File: config.mk
export PLATFORM = sky130hd
export DESIGN_NAME = reg_file_read
export DESIGN_NICKNAME = d
export VERILOG_FILES = /design/src/rtl/reg_file_read.sv
export SDC_FILE = /design/constraint.sdc
export NUM_CORES = 2
export LEC_CHECK = 0
export ABC_AREA = 0
export CELL_PAD_IN_SITES_DETAIL_PLACEMENT = 0
export CELL_PAD_IN_SITES_GLOBAL_PLACEMENT = 1
export CORE_MARGIN = 10
export CORE_UTILIZATION = 49
export DETAILED_ROUTE_END_ITERATION = 16
export MAX_ROUTING_LAYER = met4
export PLACE_DENSITY_LB_ADDON = 0.1
export SYNTH_ARGS = -nofsm -noshare
export SYNTH_HDL_FRONTEND = slang
export SYNTH_SLANG_ARGS = --single-unit
File: constraint.sdc
create_clock -name clk -period 40.1 [get_ports clk]
set_input_delay 12.03 -clock clk [delete_from_list [all_inputs] [get_ports clk]]
set_output_delay 12.03 -clock clk [all_outputs]
set_load 0.03 [all_outputs]
File: src/rtl/reg_file_read.sv
// rtl/reg_file_read.sv - two-port register file read sequencer with write bypass
module reg_file_read #(
    parameter int DATA_W   = 32,
    parameter int NUM_REGS = 32
) (
    input  logic              clk,
    input  logic              reset,
    input  logic              Read_Start,
    input  logic [4:0]        Instr25_21,
    input  logic [4:0]        Instr20_16,
    input  logic              RegWrite,
    input  logic [4:0]        Write_Reg,
    input  logic [DATA_W-1:0] Write_Data,
    output logic [DATA_W-1:0] A,
    output logic [DATA_W-1:0] B,
    output logic              Read_Valid,
    output logic              Busy
);

    typedef enum logic {
        IDLE = 1'b0,
        READ = 1'b1
    } state_t;

    state_t            state_q, state_d;
    logic [4:0]        rs_q, rs_d;
    logic [4:0]        rt_q, rt_d;
    logic [DATA_W-1:0] a_q, a_d;
    logic [DATA_W-1:0] b_q, b_d;
    logic              valid_q, valid_d;
    logic              busy_q, busy_d;
    logic [DATA_W-1:0] regs_q [NUM_REGS];
    logic [DATA_W-1:0] regs_d [NUM_REGS];
    logic              wr_en;

    assign wr_en = RegWrite && (Write_Reg != 5'd0) && (32'(Write_Reg) < NUM_REGS);

    // Address 0 is hardwired to zero; a same-cycle write to the read address is forwarded.
    function automatic logic [DATA_W-1:0] read_port(input logic [4:0] addr);
        logic [DATA_W-1:0] val;
        val = '0;
        if (addr == 5'd0) begin
            val = '0;
        end else if (wr_en && (Write_Reg == addr)) begin
            val = Write_Data;
        end else if (32'(addr) < NUM_REGS) begin
            val = regs_q[addr];
        end
        return val;
    endfunction

    always_comb begin
        regs_d = regs_q;
        if (wr_en) begin
            regs_d[Write_Reg] = Write_Data;
        end
    end

    always_comb begin
        state_d = state_q;
        rs_d    = rs_q;
        rt_d    = rt_q;
        a_d     = a_q;
        b_d     = b_q;
        valid_d = 1'b0;
        busy_d  = 1'b0;
        case (state_q)
            IDLE: begin
                if (Read_Start) begin
                    rs_d    = Instr25_21;
                    rt_d    = Instr20_16;
                    state_d = READ;
                    busy_d  = 1'b1;
                end
            end
            READ: begin
                a_d     = read_port(rs_q);
                b_d     = read_port(rt_q);
                valid_d = 1'b1;
                state_d = IDLE;
            end
            default: begin
                state_d = IDLE;
            end
        endcase
    end

    always_ff @(posedge clk or posedge reset) begin
        if (reset) begin
            state_q <= IDLE;
            rs_q    <= '0;
            rt_q    <= '0;
            a_q     <= '0;
            b_q     <= '0;
            valid_q <= 1'b0;
            busy_q  <= 1'b0;
            for (int i = 0; i < NUM_REGS; i++) begin
                regs_q[i] <= '0;
            end
        end else begin
            state_q <= state_d;
            rs_q    <= rs_d;
            rt_q    <= rt_d;
            a_q     <= a_d;
            b_q     <= b_d;
            valid_q <= valid_d;
            busy_q  <= busy_d;
            regs_q  <= regs_d;
        end
    end

    assign A          = a_q;
    assign B          = b_q;
    assign Read_Valid = valid_q;
    assign Busy       = busy_q;

endmodule

==> summary.md <==
| Metric | Value |
|---|---|
| CTS H-tree depth | 4 |
| Total CTS buffers | 132 |
| Post_cts resized | 0 |
| Sequential fraction of the synthesis area | 48.1% |
| First-pass GRT wire length | 270000 um |
| Clock buffer depth | 3 |
| Antenna violations before repair | 5 |
| TritonCTS clock tree | built |
| Synth Flop Type | dfrtp_1 |
| Post-CTS setup buffers | 0 |
| R2r startpoint | rt_q[0]$_DFFE_PP0P_ |
| Post-synth top area share | 48.1% |
| Total grt overflow | 0 |
| CTS root buf | clkbuf_16 |
| Power Density | 57.9 nW/um^2 |
| Post-synth top cells | 1100 x dfrtp_1, 1002 x mux2_2, 576 x mux4_2 |
| DRC viols | 0 |
| Largest net degree at the start of global routing | 173 |
| Die area | 131000 sq um |
| Hold buffer count at CTS | 0 |
| Status | finished clean |
| CORE AREA | 116000 sq um |
| Cell area after layout | 63700 sq um |
| Tcrit/Tclk final | 42.0% |
| #FFs+latches synth | 1100 |
| Avg WL per Cell | 35.5 um |
| Die height | 362 um |
| Relative slew slack | 13.2% |
| 1st-iter DRT viols | 3814 |
| Crit path kind | in2async |
| R2R depth | 8 |
| RSZ-0062 raised after global routing | no |
| Ys async rst share | 100% |
| Final Setup Violations | 0 |
| CP max FO | 172 |
| Cell Area, Synth | 57300 sq um |
| GR Util All Layers | 28.9% |
| P&R area growth vs syn | 11.3% |
| WL final | 184000 um |
| # port buffers | 116 |
| Vias in the first global route | 38500 |
| NumNets Final | 3604 |
| Top cell type by total area after synthesis | dfrtp_1 |
| Syn Nets | 3691 |
| Dpl cell area | 59500 sq um |
| Num rows | 125 |
| IO Count | 117 |
| Post-synthesis cell count | 3640 |
| Worst-skew pair later-pin latency | 0.74 ns |
| Worst Hold Depth | 0 |
| Clock period minus worst slack | 16.83 ns |
| Unique masters post-synth | 34 |
| Final Hold Viols | 0 |
| Initial Util | 49.4% |
| Hold_sp | regs_q[997]$_DFFE_PP0P_ |
| Leak pwr | 27.0 nW |
| Number of flops mapped to enable cells by yosys | 0 |
| RR Endpoint | B[10]$_DFFE_PP0P_ |
| Worst hold-check path type | reg2reg |
| Nature of the critical path endpoint | async pin |
| DP HPWL | 102000 um |
| Setup tns final | 0 ns |
| Critical Path AT | 17.51 ns |
| Die W | 362 um |
| Critical path startpoint category | input pin |
| Yosys warns | 0 |
| Avg Cell Area, Syn | 15.7 sq um |
| Via count | 35600 |
| Max-slew violation count | 0 |
| Drt pass-1 iters | 8 |
| Via-to-Cell Ratio | 6.88 |
| Clock Skew | 0.0202 ns |
| Worst-margin pin slew | 1.30 ns |
| Count leader, synth | dfrtp_1 |
| Number of routed nets with antenna violations | 0 |
| Layout cells sized above 1 | 52.7% |
| Worst hold endpoint | regs_q[997]$_DFFE_PP0P_ |
| GP Congestion | 0.795 |
| Fmax | 59.4 MHz |
| Max Cap Viol | 0 |
| Worst-path clk slew | 0.05 ns |
| Critical Path RT | 40.78 ns |
| Peak supply drop | 0.0438 mV |
| TritonCTS Sinks | 1100 |
| Area contributors post-synth | dfrtp_1 48%, mux4_2 23%, mux2_2 20% |
| R2r setup slk | 34.68 ns |
==> power by group <==
part | internal [W] | switching [W] | total, W
sequential | 0.00133 | 0.000187 | 0.00152
clock | 0.000704 | 0.000472 | 0.00118
combinational | 0.000545 | 0.000450 | 0.000996
total | 0.00258 | 0.00111 | 0.00369
==> per-stage QoR <==
| stage | hold WS [ns] | util (%) | std cells | total power [W] | setup slack [ns] |
|---|---|---|---|---|---|
| 6_report | 0.393 | 54.9 | 5175 | 0.00369 | 23.27 |
| 5_1_grt | 0.410 | 54.9 | 5174 | 0.00384 | 22.38 |
| 4_1_cts | 0.396 | 54.9 | 5170 | 0.00371 | 23.02 |
| 3_5_place_dp | 0.384 | 51.3 | 4943 | 0.00253 | 22.23 |
| 3_3_place_gp | 0.376 | 51.3 | 4943 | 0.00248 | 22.56 |
| 2_1_floorplan | 0.441 | - | 3640 | 0.00221 | 12.89 |
==> cells by family after synthesis <==
kind of cell           Yosys count  share of synthesized area [%]
multiplexers                  1578                           42.4
flip-flops                    1100                           48.1
buffers and inverters          495                           3.61
AO/OA/AOI/OAI                  266                           4.09
AND/OR/NAND/NOR                191                           1.74
XOR/XNOR                        10                          0.153
==> metal layers <==
layer  part of all wire, %  up-vias  routed length, um  track usage, %
met5                     0        -                  0               -
met4                   3.6        0               6660            10.0
met3                   7.6      418              13900            6.06
met2                    48     1533              87700            44.9
met1                    41    19600              75700            37.8
li1                      -    14000                  -               -
==> placed cells by master (no fill, tap or decap), types with 3 or more instances in the layout <==
| cell | n |
|---|---|
| clkbuf_1 | 32 |
| nor2b_1 | 65 |
| mux4_2 | 576 |
| bufinv_16 | 5 |
| nand4b_1 | 3 |
| xor2_1 | 10 |
| nor2_4 | 14 |
| nor2_1 | 66 |
| nand3b_1 | 4 |
| buf_12 | 3 |
| buf_4 | 89 |
| a22o_1 | 128 |
| mux2_2 | 1002 |
| inv_6 | 5 |
| nand2_1 | 3 |
| clkbuf_16 | 135 |
| inv_1 | 65 |
| nand2_2 | 15 |
| nor2b_4 | 4 |
| clkdlybuf4s50_1 | 116 |
| a41oi_1 | 64 |
| clkbuf_8 | 31 |
| nor3b_1 | 4 |
| dfrtp_1 | 1091 |
| clkinv_2 | 18 |
| o221ai_1 | 64 |
| diode_2 | 5 |
| dfrtp_4 | 7 |
==> critical path, stage by stage <==
cell             delay [ns]
clkdlybuf4s50_1        0.44
clkinvlp_4             0.59
buf_12                 0.72
buf_4                  0.89
buf_4                  0.74
buf_4                  0.87
buf_4                  0.96
==> sequential cells by signal, indices dropped and copies added, names as in the netlist <==
name / count
regs_q: 1024
A: 32
B: 32
rs_q: 5
rt_q: 5
Busy: 1
Read_Valid: 1
==> worst max-delay path by stage <==
stage | from | endpoint | slack (ns) | cells after the start
global route | reset | regs_q[813]$_DFFE_PP0P_ | 22.38 | 7
detailed placement | reset | regs_q[783]$_DFFE_PP0P_ | 22.23 | 7
finish | reset | regs_q[909]$_DFFE_PP0P_ | 23.27 | 7
global placement | reset | regs_q[781]$_DFFE_PP0P_ | 22.56 | 7
CTS | reset | regs_q[783]$_DFFE_PP0P_ | 23.02 | 7
floorplan | reset | A[0]$_DFFE_PP0P_ | 12.89 | 1
==> cell type report <==
type / count / area (sq um)
well taps: 1524 / 1910
flip-flops and latches: 1100 / 27600
diodes: 5 / 12.5
fillers: 9145 / 52300
repair buffers: 208 / 1890
inverters: 66 / 251
clock buffers: 198 / 3930
multi-input cells: 2045 / 27900
clock inverters: 29 / 292
(Power assumes the default switching activity.)
